$ cat src/rtl/uart_tx_arbiter.sv
// Round-robin arbiter sharing one UART transmitter between NUM_REQ byte sources, packet-granular.
// Latency: request in IDLE -> Tx_DV/Ack next cycle; watchdogs abort hung transfers or stalled owners.
module uart_tx_arbiter #(
    parameter int NUM_REQ      = 2,
    parameter int TIMEOUT_CLKS = 65535,
    parameter int HOLD_CLKS    = 10416
) (
    input  logic                 i_Clock,
    input  logic                 i_Reset,
    input  logic [NUM_REQ-1:0]   i_Req,
    input  logic [NUM_REQ-1:0]   i_Last,
    input  logic [8*NUM_REQ-1:0] i_Byte,
    output logic [NUM_REQ-1:0]   o_Ack,
    output logic [NUM_REQ-1:0]   o_Grant,
    output logic                 o_Tx_DV,
    output logic [7:0]           o_Tx_Byte,
    input  logic                 i_Tx_Done,
    output logic                 o_Busy,
    output logic                 o_Timeout
);
    localparam int IW   = $clog2(NUM_REQ);
    localparam int MAXC = (TIMEOUT_CLKS > HOLD_CLKS) ? TIMEOUT_CLKS : HOLD_CLKS;
    localparam int CW   = $clog2(MAXC + 1);
    localparam logic [CW-1:0] TO_LAST   = CW'(TIMEOUT_CLKS - 1);
    localparam logic [CW-1:0] HOLD_LAST = CW'(HOLD_CLKS - 1);

    typedef enum logic [1:0] {IDLE, LOAD, WAIT_DONE, HOLD} state_t;

    state_t              state, state_nx;
    logic [IW-1:0]       owner, owner_nx, ptr, ptr_nx, winner, idx, sel;
    logic                win_vld, last_q, timeout_nx, load_en;
    logic [NUM_REQ-1:0]  grant_nx;
    logic [CW-1:0]       cnt;
    logic [7:0]          byte_sel;

    // Rotating search starting just after the last owner.
    always_comb begin
        winner  = '0;
        win_vld = 1'b0;
        idx     = ptr;
        for (int i = 0; i < NUM_REQ; i++) begin
            idx = (idx == IW'(NUM_REQ - 1)) ? '0 : idx + IW'(1);
            if (!win_vld && i_Req[idx]) begin
                winner  = idx;
                win_vld = 1'b1;
            end
        end
    end

    always_comb begin
        state_nx   = state;
        owner_nx   = owner;
        ptr_nx     = ptr;
        grant_nx   = o_Grant;
        timeout_nx = 1'b0;
        case (state)
            IDLE: begin
                if (win_vld) begin
                    state_nx = LOAD;
                    owner_nx = winner;
                    grant_nx = NUM_REQ'(1) << winner;
                end
            end
            LOAD: state_nx = WAIT_DONE;
            WAIT_DONE: begin
                if (i_Tx_Done) begin
                    if (last_q) begin
                        state_nx = IDLE;
                        grant_nx = '0;
                        ptr_nx   = owner;
                    end else begin
                        state_nx = HOLD;
                    end
                end else if (cnt == TO_LAST) begin
                    state_nx   = IDLE;
                    grant_nx   = '0;
                    ptr_nx     = owner;
                    timeout_nx = 1'b1;
                end
            end
            HOLD: begin
                if (i_Req[owner]) begin
                    state_nx = LOAD;
                end else if (cnt == HOLD_LAST) begin
                    state_nx   = IDLE;
                    grant_nx   = '0;
                    ptr_nx     = owner;
                    timeout_nx = 1'b1;
                end
            end
            default: state_nx = IDLE;
        endcase
    end

    // Byte is captured on the edge entering LOAD so it is valid alongside Tx_DV.
    always_comb begin
        sel      = (state == IDLE) ? winner : owner;
        load_en  = (state_nx == LOAD) && (state != LOAD);
        byte_sel = '0;
        for (int k = 0; k < NUM_REQ; k++) begin
            if (sel == IW'(k)) byte_sel = i_Byte[8*k +: 8];
        end
    end

    always_ff @(posedge i_Clock or posedge i_Reset) begin
        if (i_Reset) begin
            state     <= IDLE;
            owner     <= '0;
            ptr       <= IW'(NUM_REQ - 1);
            o_Grant   <= '0;
            o_Tx_Byte <= '0;
            o_Timeout <= 1'b0;
            last_q    <= 1'b0;
            cnt       <= '0;
        end else begin
            state     <= state_nx;
            owner     <= owner_nx;
            ptr       <= ptr_nx;
            o_Grant   <= grant_nx;
            o_Timeout <= timeout_nx;
            if (load_en) o_Tx_Byte <= byte_sel;
            if (state == LOAD) last_q <= i_Last[owner];
            if ((state_nx != state) || (state == IDLE) || (state == LOAD))
                cnt <= '0;
            else
                cnt <= cnt + CW'(1);
        end
    end

    assign o_Tx_DV = (state == LOAD);
    assign o_Ack   = (state == LOAD) ? o_Grant : '0;
    assign o_Busy  = (state != IDLE);
endmodule

$ cat config.mk
export PLATFORM = sky130hd
export DESIGN_NAME = uart_tx_arbiter
export DESIGN_NICKNAME = d
export VERILOG_FILES = /design/src/rtl/uart_tx_arbiter.sv
export SDC_FILE = /design/constraint.sdc
export NUM_CORES = 1
export LEC_CHECK = 0
export BUFFER_PORTS_ARGS = -buffer_cell sky130_fd_sc_hd__buf_2
export CAP_MARGIN = 0
export CORE_MARGIN = 2
export CORE_UTILIZATION = 45
export CTS_CLUSTER_DIAMETER = 100
export DETAILED_ROUTE_END_ITERATION = 10
export PLACE_DENSITY = 0.68
export SYNTH_ARGS = -nofsm -noshare
export SYNTH_HDL_FRONTEND = slang
export SYNTH_SLANG_ARGS = --single-unit
$ cat constraint.sdc
create_clock -name i_Clock -period 2.6 [get_ports i_Clock]
set_input_delay 0.26 -clock i_Clock [delete_from_list [all_inputs] [get_ports i_Clock]]
set_output_delay 0.26 -clock i_Clock [all_outputs]
set_load 0.01 [all_outputs]
# Yosys cells after proc, flatten, opt, wreduce, memory -nomap -nowiden
# Index checks and enable logic that the tools add are counted.
[totals]
regBits = 32
latch_bits = 0
mem_bits_rw = 0
romBits = 0
input_bits = 23
output_inout_bits = 15
elab_cells = 83
mem_count = 0
[op_classes]
addsub = 3
n_mul = 0
n_div = 0
order_cmp = 3
eq_ne = 13
shifts = 1
muxes = 43
bitwise = 0
n_reduce_logical = 12
[op_table]
columns = ["op", "count"]
rows = [
  ["$mux 2", 13],
  ["$mux 1", 24],
  ["$add 16x1->16 const B", 1],
  ["$eq 16x14->1 const B", 1],
  ["$eq 16x16->1 const B", 1],
  ["$mux 16", 1],
  ["$mux 8", 1],
  ["$pmux 2 s4", 1],
  ["$lt 1x2->1 const B", 3],
  ["$ne 2x2->1 const B", 3],
  ["$ne 3x3->1 const B", 2],
  ["$pmux 2 s3", 1],
  ["$reduce_and 6->1", 1],
  ["$reduce_and 5->1", 1],
  ["$eq 2x1->1 const B", 2],
  ["$eq 2x2->1 const B", 2],
  ["$pmux 1 s2", 2],
  ["$reduce_bool 2->1", 2],
  ["$reduce_bool 3->1", 1],
  ["$add 1x1->1 const B", 2],
  ["$logic_and 1x1->1", 2],
  ["$logic_not 2->1", 1],
  ["$logic_or 1x1->1", 2],
  ["$ne 2x1->1 const B", 1],
  ["4 further kinds", 4],
]

# Longest topological paths before layout
[logic_depth]
word_depth = 14
ltp_mapped = 8
ltp_nobuf = 7

# Least setup slack after synthesis
# OpenSTA, ideal clock, no wires.
[synth_path]
kind = "register to register"
startpoint = "reg cnt[0]"
endpoint = "reg cnt[10]"
setup_time_ns = 0.119
arrival_time_ns = 1.508
required_ns = 2.481
setup_slack_ns = 0.973
stages_incl_launch_ff = 8
n_path_buf = 1
synth_period_minus_slack_ns = 1.627
cell_sequence = "dfrtp_1 > ha_1 > and3_1 > nand4_1 > nor3b_2 > o21ai_4 > buf_8 > nor2_2"
[synth_via]
elab_chain_cells = 8
elab_cells_between_ends = 12
classes_between = "1 x add/sub; 3 x eq/ne; 6 x mux; 2 x reduce/logical"
[synth_lines]
columns = ["element", "line_no", "source"]
rows = [
  ["from (decl)", "33", "logic [CW-1:0] cnt;"],
  ["from (signal assigned)", "126", "cnt <= cnt + CW'(1);"],
  ["$eq 16x14->1 or $eq 16x16->1 (tied branches)", "84, 74", ""],
  ["$mux 2, on equally long branches", "84, 74", ""],
  ["$mux 2, on equally long branches", "82, 66", ""],
  ["$pmux 2 s4", "56", "case (state)"],
  ["$ne 2x2->1", "123", "if ((state_nx != state) || (state == IDLE) || (state == LOAD))"],
  ["$logic_or 1x1->1 (2 in a row)", "123", ""],
  ["$mux 16 (*)", "123", ""],
]
# Every way passes the cells marked *; elsewhere a longest branch is shown, timed or not.
# A chain may end at the register's enable or synchronous reset.

# Final worst setup path
[layout_path]
startpoint = "reg state[1]"
endpoint = "reg o_Tx_Byte[7]"
[layout_via]
elab_chain_cells = 5
elab_cells_between_ends = 15
classes_between = "5 x eq/ne; 8 x mux; 2 x reduce/logical"
[layout_lines]
columns = ["element", "line_no", "source"]
rows = [
  ["from (decl)", "29", "state_t state, state_nx;"],
  ["from (signal assigned)", "116", "state <= state_nx;"],
  ["$mux 2, on equally long branches", "84, 74", ""],
  ["$mux 2, on equally long branches", "82, 66", ""],
  ["$pmux 2 s4", "56", ""],
  ["$eq 2x1->1", "98", "load_en = (state_nx == LOAD) && (state != LOAD);"],
  ["$logic_and 1x1->1", "98", ""],
  ["to (signal assigned)", "121", "if (load_en) o_Tx_Byte <= byte_sel;"],
  ["to (decl)", "16", "output logic [7:0] o_Tx_Byte,"],
]
# Parallel ways exist; a longest one is shown, timed or not.

==> out/qor.csv <==
metric,value,unit
cp_max_fo,16,
antenna_found_initial,0,
min_period_over_period,0.748,
wl,3.31,mm
dpl.hpwl,2.46,mm
power.density,922,mW/mm²
crit_end,o_Tx_Byte[7]$_DFFE_PP0P_,
critical_path_class,reg2reg,
io_pins,38,
final_common_cell,buf_2,
hp-class,in2async,
start_util,0.473,
cp-startpoint,state[1]$_DFF_PP0_,
htree_levels,2,
async_reset_ff_frac,1.00,
via_per_inst,5.10,
row_count,22,
r2r_start,state[1]$_DFF_PP0_,
cts.clk_slew.worst_paths,60,ps
portBuffers,37,
grt_pass1_wl,5.75,mm
dp_slack,647,ps
slowest_delay,560,ps
grt_pass1_vias,1286,
drt_iter0_markers,68,
rsz0062_at_grt,false,
synth.avg_cell_area,9.97,µm²
p_leak,0.000959,µW
setup_viol,0,
holdBufCountCts,0,
synth_edf_count,0,
final_cell_mix,"buf_2 (37), dfrtp_1 (31), nand2_1 (20)",
antenna_cells,0,
drc_errors,0,
clock-sinks,32,
cpMostUsedCell,o21ai_0,
cts-buffers-inserted,5,
slew_headroom,0.606,
max_freq,514,MHz
critPathTopFamily,compound AO/OA/AOI/OAI gates,
grtUsageTotal,0.175,
root_buffer,clkbuf_8,
tightest_slew,590,ps
ys_types,42,
ys.flop_type,dfrtp_1,
cpMaxStageDelayCell,dfrtp_1,
ir_drop,0.000446,V
ys_seq_area_frac,0.459,
ys_ff_latch,32,
fin_setup_tns,0,ps
hold_viol,0,
worst_slack,654,ps
critPathRequiredTime,2730,ps
outcome,"finished, final reports clean",
drive_gt1_frac,0.312,
cts.path.max_buffers,2,
synthCells,175,
synth_fp_nets,200,
maxSlewViolCount,0,
vias,1340,
cp_cell_sequence,"or2_0, o21ai_0, a22oi_2, o21ai_0",
reg2reg_depth,4,
cts_resized,0,
grt_max_degree,33,
cts_setup_buffers,0,
gp_congestion,0.751,
r2r-end,o_Tx_Byte[7]$_DFFE_PP0P_,
fin_crit,1950,ps
fp.dieH,66.3,µm
maxCapViolCount,0,
gr-total-overflow,0,
clock_latency,280,ps
die-width,66.3,µm
coreArea,0.00369,mm²
whs,53.0,ps
area_growth,17.1,%
dieArea,0.00439,mm²
cts_tree,done,
wl_per_cell,12.6,µm
arrival,2080,ps
end_kind,flip-flop,
dr.pass1.iters,4,
startpoint_type,flip-flop,
rrSetupSlack,650,ps
critical_path_depth,4,
finClkSkew,2.85,ps
ant_nets,0,
critical_path_buf_inv_count,0,
nets,239,
yosysWarningCount,0,
synthesis.area,0.00175,mm²
[cell usage after synthesis, types with 4 or more instances]
master / instances / area share
dfrtp_1: 31 / 0.44
nand2_1: 20 / 0.043
nor2_1: 16 / 0.034
nor2_2: 10 / 0.036
mux2i_1: 9 / 0.052
o21ai_0: 8 / 0.023
inv_1: 7 / 0.015
xnor2_1: 7 / 0.035
xor2_1: 7 / 0.035
a21oi_1: 6 / 0.017
nand4_1: 6 / 0.022
nand3_1: 5 / 0.014
and3_1: 4 / 0.014
[per-layer routing]
layer | global-route usage | wire length [µm] | vias to the layer above
met5 | 0 | 0 | -
met4 | 0.0765 | 57 | 0
met3 | 0.0477 | 208 | 6
met2 | 0.270 | 1440 | 36
met1 | 0.229 | 1600 | 614
li1 | - | - | 684
[worst register-to-register path, cell delays in order (launching register included)]
cell     delay [ps]
dfrtp_1         560
or2_0           320
o21ai_0         170
a22oi_2         550
o21ai_0         190
[layout make-up]
class / instances / area (µm²)
clock buffers: 8 / 90.1
multi-input cells: 129 / 865
flip-flops and latches: 32 / 802
inverters: 7 / 26.3
fillers: 353 / 1650
well taps: 48 / 60.1
repair buffers: 39 / 200
[how the worst min path moves through the flow]
stage / start / to / slack, ps
after floorplan: i_Reset / cnt[0]$_DFF_PP0_ / 380
after global placement: i_Reset / o_Tx_Byte[0]$_DFFE_PP0P_ / 370
after detailed placement: i_Reset / o_Tx_Byte[0]$_DFFE_PP0P_ / 370
after CTS: i_Reset / cnt[9]$_DFF_PP0_ / 60
after global routing: i_Reset / o_Tx_Byte[0]$_DFFE_PP0P_ / 110
final: i_Reset / o_Tx_Byte[0]$_DFFE_PP0P_ / 50
[metrics by stage]
stage           util  power, µW  cell area (µm²)  instances
2_1_floorplan      -       1350             1750        175
3_3_place_gp   0.530       1510             1950        255
3_5_place_dp   0.530       1520             1950        255
4_1_cts        0.554       1910             2040        263
5_1_grt        0.554       2040             2040        263
6_report       0.554       1880             2040        263
[logic make-up (layout without fill, tap and decap cells)]
logic type	after synthesis	after routing	synth area share
adders and majority gates	2	2	0.0143
muxes	11	11	0.0667
AOI/OAI and AO/OA	25	25	0.0946
and+or+nand+nor	77	77	0.249
buffers and inverters	14	54	0.0452
DFF	32	32	0.459
xor gates and xnor gates	14	14	0.0703
[flip-flops by register name, summed over array words and instances (netlist names)]
register	flops
o_Grant	2
owner	1
o_Timeout	1
o_Tx_Byte	8
cnt	16
state	2
last_q	1
ptr	1
[report_power, final]
part | switching, µW | leakage, µW | internal (µW)
logic | 421 | 0.000496 | 323
registers | 126 | 0.000417 | 633
clock network | 166 | 0.0000455 | 215
total | 713 | 0.000959 | 1170
Power figures use the tool's default switching activity.
